File: src/rtl/seven_seg_scan_ctrl_pkg.sv
// Shared constants and state encoding for the seven-segment scan controller.
// Latency: n/a (package only).
// Backpressure: n/a (package only).
package seven_seg_scan_ctrl_pkg;

  localparam int         NIB_W     = 4;
  localparam logic [6:0] SEG_BLANK = 7'h7F;  // all segments off (active-low)

  typedef enum logic {
    BLANK = 1'b0,
    SHOW  = 1'b1
  } state_t;

endpackage

File: src/rtl/seven_seg_scan_ctrl_scan_timer.sv
// Loadable down-counter with terminal-count flag, shared by dwell and blank intervals.
// Latency: load takes effect on the next edge; tc is combinational from the count.
// Backpressure: none; counts every cycle and holds at zero.
//
// Ports: clk, rst_n (sync, active-low), load/load_val (reload request and value),
//        tc (count has reached zero).
module scan_timer #(
  parameter int             W       = 4,
  parameter logic [W-1:0]   RST_VAL = '0
) (
  input  logic         clk,
  input  logic         rst_n,
  input  logic         load,
  input  logic [W-1:0] load_val,
  output logic         tc
);

  logic [W-1:0] cnt_q;

  always_ff @(posedge clk) begin
    if (!rst_n) begin
      cnt_q <= RST_VAL;
    end else if (load) begin
      cnt_q <= load_val;
    end else if (cnt_q != '0) begin
      cnt_q <= cnt_q - 1'b1;
    end
  end

  assign tc = (cnt_q == '0);

endmodule

File: src/rtl/seven_seg_scan_ctrl.sv
// Time-multiplexes one external hex-to-7-seg decoder across NUM_DIGITS common-anode digits.
// Latency: an accepted word becomes visible at the next frame boundary (<= 1 frame + BLANK_CYCLES).
// Backpressure: in_rdy drops while a word is pending; it rises on the frame boundary cycle.
//
// Ports: clk, rst_n (sync, active-low); in_val/in_rdy/in_data (packed nibbles, digit i at
//        [4i+3:4i]); dec_in/dec_seg (shared decoder); seg_out (active-low), digit_en
//        (one-hot, active-high), frame_done (one-cycle pulse at each frame boundary).
// Build option: define SEVEN_SEG_SCAN_LEADING_ZERO_BLANK_EN to suppress leading zero digits.
module seven_seg_scan_ctrl
  import seven_seg_scan_ctrl_pkg::*;
#(
  parameter int NUM_DIGITS   = 4,
  parameter int DWELL_CYCLES = 1024,
  parameter int BLANK_CYCLES = 16
) (
  input  logic                        clk,
  input  logic                        rst_n,
  input  logic                        in_val,
  output logic                        in_rdy,
  input  logic [NIB_W*NUM_DIGITS-1:0] in_data,
  output logic [NIB_W-1:0]            dec_in,
  input  logic [6:0]                  dec_seg,
  output logic [6:0]                  seg_out,
  output logic [NUM_DIGITS-1:0]       digit_en,
  output logic                        frame_done
);

  localparam int MAXC = (DWELL_CYCLES > BLANK_CYCLES) ? DWELL_CYCLES : BLANK_CYCLES;
  localparam int CW   = (MAXC > 1) ? $clog2(MAXC) : 1;
  localparam int IW   = $clog2(NUM_DIGITS);
  localparam int DW   = NIB_W * NUM_DIGITS;

  state_t          state_q, state_n;
  logic [IW-1:0]   idx_q, idx_n;
  logic [DW-1:0]   shadow_q, shadow_n;
  logic [DW-1:0]   pending_q, pending_n;
  logic            pending_full_q, pending_full_n;
  logic            frame_done_q, frame_done_n;

  logic            tmr_load;
  logic [CW-1:0]   tmr_load_val;
  logic            tmr_tc;

  scan_timer #(
    .W       (CW),
    .RST_VAL (CW'(BLANK_CYCLES - 1))
  ) u_scan_timer (
    .clk      (clk),
    .rst_n    (rst_n),
    .load     (tmr_load),
    .load_val (tmr_load_val),
    .tc       (tmr_tc)
  );

  always_ff @(posedge clk) begin
    if (!rst_n) begin
      state_q        <= BLANK;
      idx_q          <= '0;
      shadow_q       <= '0;
      pending_q      <= '0;
      pending_full_q <= 1'b0;
      frame_done_q   <= 1'b0;
    end else begin
      state_q        <= state_n;
      idx_q          <= idx_n;
      shadow_q       <= shadow_n;
      pending_q      <= pending_n;
      pending_full_q <= pending_full_n;
      frame_done_q   <= frame_done_n;
    end
  end

  assign in_rdy = !pending_full_q;

  // Accept and shadow load never coincide: accept needs the pending buffer
  // empty, the boundary load needs it full.
  always_comb begin
    state_n        = state_q;
    idx_n          = idx_q;
    shadow_n       = shadow_q;
    pending_n      = pending_q;
    pending_full_n = pending_full_q;
    frame_done_n   = 1'b0;
    tmr_load       = 1'b0;
    tmr_load_val   = CW'(BLANK_CYCLES - 1);

    if (in_val && in_rdy) begin
      pending_n      = in_data;
      pending_full_n = 1'b1;
    end

    unique case (state_q)
      BLANK: begin
        if (tmr_tc) begin
          state_n      = SHOW;
          tmr_load     = 1'b1;
          tmr_load_val = CW'(DWELL_CYCLES - 1);
        end
      end
      SHOW: begin
        if (tmr_tc) begin
          state_n  = BLANK;
          tmr_load = 1'b1;
          if (idx_q == IW'(NUM_DIGITS - 1)) begin
            // Frame boundary: the only place the displayed word may change.
            idx_n        = '0;
            frame_done_n = 1'b1;
            if (pending_full_q) begin
              shadow_n       = pending_q;
              pending_full_n = 1'b0;
            end
          end else begin
            idx_n = idx_q + 1'b1;
          end
        end
      end
      default: state_n = BLANK;
    endcase
  end

  logic lit;

`ifdef SEVEN_SEG_SCAN_LEADING_ZERO_BLANK_EN
  // True when the current digit and every higher digit hold zero.
  logic upper_zero;
  always_comb begin
    upper_zero = 1'b1;
    for (int i = 0; i < NUM_DIGITS; i++) begin
      if ((i >= int'(idx_q)) && (shadow_q[i*NIB_W +: NIB_W] != '0)) begin
        upper_zero = 1'b0;
      end
    end
  end
  assign lit = (state_q == SHOW) && !((idx_q != '0) && upper_zero);
`else
  assign lit = (state_q == SHOW);
`endif

  always_comb begin
    dec_in   = shadow_q[idx_q*NIB_W +: NIB_W];
    digit_en = '0;
    seg_out  = SEG_BLANK;
    if (lit) begin
      digit_en[idx_q] = 1'b1;
      seg_out         = dec_seg;
    end
  end

  assign frame_done = frame_done_q;

endmodule
File: config.mk
export PLATFORM = sky130hd
export DESIGN_NAME = seven_seg_scan_ctrl
export DESIGN_NICKNAME = d
export VERILOG_FILES = /design/src/rtl/seven_seg_scan_ctrl_pkg.sv /design/src/rtl/seven_seg_scan_ctrl_scan_timer.sv /design/src/rtl/seven_seg_scan_ctrl.sv
export SDC_FILE = /design/constraint.sdc
export NUM_CORES = 1
export LEC_CHECK = 0
export CAP_MARGIN = 5
export CORE_ASPECT_RATIO = 1.4
export CORE_MARGIN = 5
export CORE_UTILIZATION = 45
export DETAILED_ROUTE_END_ITERATION = 10
export PLACE_DENSITY = 0.75
export SETUP_SLACK_MARGIN = 0.4
export SYNTH_ARGS = -nofsm -noshare
export SYNTH_HDL_FRONTEND = slang
export SYNTH_SLANG_ARGS = --single-unit
File: constraint.sdc
create_clock -name clk -period 2.1 [get_ports clk]
set_input_delay 0.525 -clock clk [delete_from_list [all_inputs] [get_ports clk]]
set_output_delay 0.525 -clock clk [all_outputs]
set_load 0.005 [all_outputs]
# Word level (Yosys, flattened, before mapping)
# Cells that the tools add are included.
[totals]
register_bits = 47
latchBits = 0
mem_bits_rw = 0
rom_bits = 0
output_inout_bits = 17
wordCells = 41
memories = 0
[op_classes]
addsub = 2
mul = 0
div_mod_pow = 0
n_lt_le_gt_ge = 2
n_eq_ne = 1
shift = 1
n_mux = 18
bitwise = 1
reduce_logical = 9
[op_table]
columns = ["operator", "n"]
rows = [
  ["$mux W10", 4],
  ["$shiftx A16 B5 Y4", 1],
  ["$logic_not A10 Y1", 1],
  ["$reduce_bool A10 Y1", 1],
  ["$sub A10 B1 Y10 const B", 1],
  ["$mux W1", 9],
  ["$mux W7", 1],
  ["$mux W4", 1],
  ["$reduce_and A4 Y1", 1],
  ["$lt A2 B3 Y1 const B", 1],
  ["$reduce_and A3 Y1", 1],
  ["$add A2 B1 Y2 const B", 1],
  ["$demux W1 S2", 1],
  ["$eq A2 B2 Y1 const B", 1],
  ["$ge A2 B1 Y1 const B", 1],
  ["$logic_and A1 B1 Y1", 2],
  ["$mux W2", 1],
  ["$pmux W1 S2", 1],
  ["$reduce_and A2 Y1", 1],
  ["$reduce_bool A2 Y1", 1],
  ["$logic_not A1 Y1", 1],
  ["$not A1 Y1", 1],
]

# Logic depth before layout (Yosys ltp)
[depth]
word_depth = 7
depth_mapped = 9

# Hierarchy
# Synthesis repeated with hierarchy kept, for this count alone.
[unflattened]
hier_cells = 247
hier_area_um2 = 2170.8
[by_module_without_submodules]
columns = ["mod", "n_inst", "cells_each", "area_each_um2", "seq_area_each_um2"]
rows = [
  ["seven_seg_scan_ctrl", 1, 185, 1619.1, 740.7],
  ["scan_timer", 1, 62, 551.8, 200.2],
]

# Worst setup path before layout
# Ideal clock, no wire load.
[synth_timing]
path_type = "register to register"
from = "register u_scan_timer.cnt_q[0]"
to = "register shadow_q[0]"
arrival_time_ns = 1.972
setup_slack_ns = -0.004
stages_incl_launch_ff = 10
path_buffers = 3
period_less_slack_ns = 2.104
path_cell_list = "dfxtp_1 -> inv_1 -> ha_1 -> or4b_1 -> clkbuf_1 -> or4_4 -> buf_6 -> buf_6 -> nand2_1 -> a21oi_1"
[synth_via]
elab_chain_cells = 2
[synth_rtl]
columns = ["element", "line_no", "text"]
rows = [
  ["start: declaration", "seven_seg_scan_ctrl_scan_timer.sv:18", "logic [W-1:0] cnt_q;"],
  ["start signal: assignment", "seven_seg_scan_ctrl_scan_timer.sv:24", "cnt_q <= load_val;"],
  ["start signal: assignment", "seven_seg_scan_ctrl_scan_timer.sv:26", "cnt_q <= cnt_q - 1'b1;"],
  ["$logic_not A10 Y1", "seven_seg_scan_ctrl_scan_timer.sv:30", "assign tc = (cnt_q == '0);"],
  ["$reduce_and A4 Y1 (no line)", "--", ""],
  ["end signal: assignment", "seven_seg_scan_ctrl.sv:66", "shadow_q <= shadow_n;"],
  ["end: declaration", "seven_seg_scan_ctrl.sv:35", "logic [DW-1:0] shadow_q, shadow_n;"],
]
# Every way passes these cells.
# A chain may end at the register's enable or synchronous reset.

# Worst setup path after layout
[layout_timing]
from = "register u_scan_timer.cnt_q[0]"
to = "register shadow_q[13]"
# Same word-level chain as after synthesis.

==> run_results.csv <==
group,metric,value,unit
outcome,status,"complete, no violations",
drt,top_layer,"met4",
sta,setup_tns,0,ns
global_route,grt_pass1_vias,1693,
logic_synthesis,async_reset_ff_share,0,%
floorplanning,rows,28,
cells_and_area,multiInputGateArea,1120,um2
placement,io_buffers,42,
global_route,grt_max_degree,33,
logic_synthesis,synth-edff-count,0,
floorplanning,io_pins,43,
clock_network,cts_sinks,47,
power,power.switching,0.361,mW
logic_synthesis,syn_inst,233,
logic_synthesis,synth.distinct_cells,32,
worst_hold_path,holdCritPathClass,"reg -> reg",
logic_synthesis,syn_area,1990,um2
placement,routabilityCongestion,0.758,
clock_network,cts_hold_buf,0,
critical_path,crit_family,"simple AND/OR/NAND/NOR gates",
sta,tightest_slew,0.508,ns
sta,slew_headroom,66.1,%
floorplanning,start_util,46.8,%
global_route,grt-ovfl-total,0,
clock_network,cts_tree,"built",
drt,wl_met1,1.91,mm
sta,hold_viol,0,
floorplanning,die_h,88.6,um
sta,fin_crit,1.94,ns
cells_and_area,drive_above_1_share,32.1,%
critical_path,critPathKind,"reg -> reg",
drt,drtIter0Drc,72,
critical_path,start_kind,"register",
drt,vias,1791,
cells_and_area,n_antenna_cell,0,
clock_network,path_clk_slew,0.08,ns
clock_network,cts-root-buf,"clkbuf_8",
power,p_int,1.21,mW
sta,fmax,0.515,GHz
critical_path,required,2.27,ns
power,p_per_area,544,nW/um2
logic_synthesis,yosys-top-cells-count,"nand2_1 (67), dfxtp_1 (47), a21oi_1 (34)",
global_route,grt_first_pass_wirelength,7.71,mm
drt,wl_per_cell,13.6,um
sta,finalSetupViolCount,0,
drt,viasPerCell,5.03,
cells_and_area,layout.nets,329,
power,ir_worst_vdd,0.495,mV
logic_synthesis,ys_warn_count,0,
floorplanning,dieWidth,66.1,um
cells_and_area,fin_util,68.0,%
critical_path,worst-path-buf-inv,2,
sta,rsz0062_at_grt,"true",
critical_path,cp_cell_sequence,"inv_2 > ha_4 > or4b_4 > buf_6 > or4_4 > nand2_2 > a21oi_1",
logic_synthesis,syn-num-nets,265,
critical_path,critical_path.max_fanout,8,
logic_synthesis,synth_top_area_share,47.4,%
clock_network,cts_buffer_depth,2,
drt,wl_met2,2.59,mm
drt,ant_nets,0,
clock_network,worstSkewPairLatency,0.29,ns
critical_path,slowest_delay,0.51,ns
power,pwr-share-clk,32.7,%
logic_synthesis,yosysMostFrequentCell,"nand2_1",
logic_synthesis,avgSynthCellArea,8.52,um2
sta,skew,0.00820,ns
cells_and_area,nFillCells,336,
cells_and_area,area.growth.synth_to_final,45.1,%
drt,post-route-drc-count,0,
logic_synthesis,synth_top_area_cell,"dfxtp_1",
drt,wl_met3,250,um
floorplanning,coreArea,4240,um2
logic_synthesis,synthFlopType,"dfxtp_1",
clock_network,numCtsBuffers,5,
floorplanning,dieArea,5860,um2
flow_run,drv_cap,0,
global_route,antenna_found_initial,0,
drt,drt-total-wl,4.83,mm
power,leakage,1.11,nW
power,comb_power_share,8.1,%
critical_path,end_kind,"register",
logic_synthesis,synth_seq_cells,47,
clock_network,htree_levels,2,
placement,dp_hpwl,2.99,mm
global_route,grt_usage,17.1,%
critical_path,slowest_stage,"or4_4",
power,seqPwrFrac,59.2,%
cells_and_area,seqCellArea,951,um2
logic_synthesis,ys_top_cells_by_area,"dfxtp_1 (47%), nand2_1 (13%), a21oi_1 (8.6%)",
critical_path,arrival,2.11,ns
drt,drtPass1Iterations,4,
logic_synthesis,ys_seq_area_share,47.4,%
power,p_sw_share,23.0,%
sta,slew_viol_final,0,
sta,min_period_over_period,92.4,%
placed cells by master, fill, tap and decap left out, types with 2 or more instances in the layout:
master	count
buf_2	10
dlymetal6s2s_1	4
nor4_4	2
o21ai_1	2
and2_1	3
o21ai_0	4
mux4_2	4
nand3_1	2
nand2_1	59
nand2b_1	3
clkbuf_8	5
nand2_2	9
a21oi_1	31
nand2b_4	5
or4_4	3
and2_4	2
inv_2	4
dfxtp_1	41
mux2i_1	3
ha_4	4
dfxtp_2	5
inv_1	3
buf_6	12
buf_4	19
xnor2_1	5
nor2_1	8
clkdlybuf4s50_1	19
a21oi_2	3
dlygate4sd2_1	4
per-stage QoR:
step | power [mW] | std cells | instance area (um2) | setup slack [ns] | hold WS (ns)
3_5_place_dp | 1.07 | 336 | 2540 | -0.0147 | 0.400
5_1_grt | 1.63 | 356 | 2880 | 0.0664 | 0.476
4_1_cts | 1.58 | 352 | 2730 | 0.166 | 0.460
3_3_place_gp | 1.07 | 336 | 2540 | 0.0170 | 0.395
2_1_floorplan | 1.00 | 233 | 2010 | 0.0202 | 0.385
6_report | 1.57 | 356 | 2880 | 0.159 | 0.456
flip-flops by register name, summed over array words and instances (netlist names):
signal and count:
pending_full_q 1, idx_q 2, frame_done 1, lit 1, u_scan_timer.cnt_q 10, pending_q 16, shadow_q 16
layout make-up:
type | instances | area share (%)
repair buffers | 69 | 21.6
multi-input cells | 166 | 39.0
well taps | 60 | 2.61
flip-flops and latches | 47 | 33.0
inverters | 8 | 1.13
clock buffers | 5 | 2.39
clock inverters | 1 | 0.261
repair_timing:
| action | in CTS | in global routing |
|---|---|---|
| buffers inserted | 8 | 4 |
| pin swaps | 34 | 3 |
| endpoints found under the hold margin | 0 | 0 |
| gates resized for setup | 94 | 29 |
| setup endpoints to repair | 41 | 42 |
| cloned | 2 | 0 |
worst paths after layout:
check,startpoint,endpoint,slack [ns],depth (start not counted)
worst min register to register,pending_q[11],pending_q[11],0.46,2
worst min-delay path,pending_q[11],pending_q[11],0.46,2
worst max-delay path,u_scan_timer.cnt_q[0],shadow_q[13],0.16,7
worst max register to register,u_scan_timer.cnt_q[0],shadow_q[13],0.16,7
cells by family after synthesis:
family,count (synthesis),share of synthesized area (%)
AO/OA/AOI/OAI,42,10.8
XOR/XNOR,5,2.21
adder cells (fa/ha/maj),6,3.78
buffers and inverters,21,4.98
flip-flops,47,47.4
multiplexers,7,6.05
AND/OR/NAND/NOR,105,24.8
power groups by stage:
stage / logic [mW] / registers [mW] / clock network [mW]
after floorplan: 0.0550 / 0.947 / 0
after detailed placement: 0.120 / 0.951 / 0
final: 0.126 / 0.929 / 0.513
after global placement: 0.118 / 0.950 / 0
after CTS: 0.127 / 0.928 / 0.523
after global routing: 0.142 / 0.932 / 0.561
per-layer routing:
metal	vias to the layer above	track usage (%)
met5	-	0
met4	0	9.06
met3	8	4.19
met2	44	29.5
met1	833	19.3
li1	906	-
worst min-delay path, cell delays in order, from the launching register on:
cell and delay, ns:
dfxtp_1 0.31, nand2_1 0.05, a21oi_1 0.05
(Power assumes the default switching activity.)
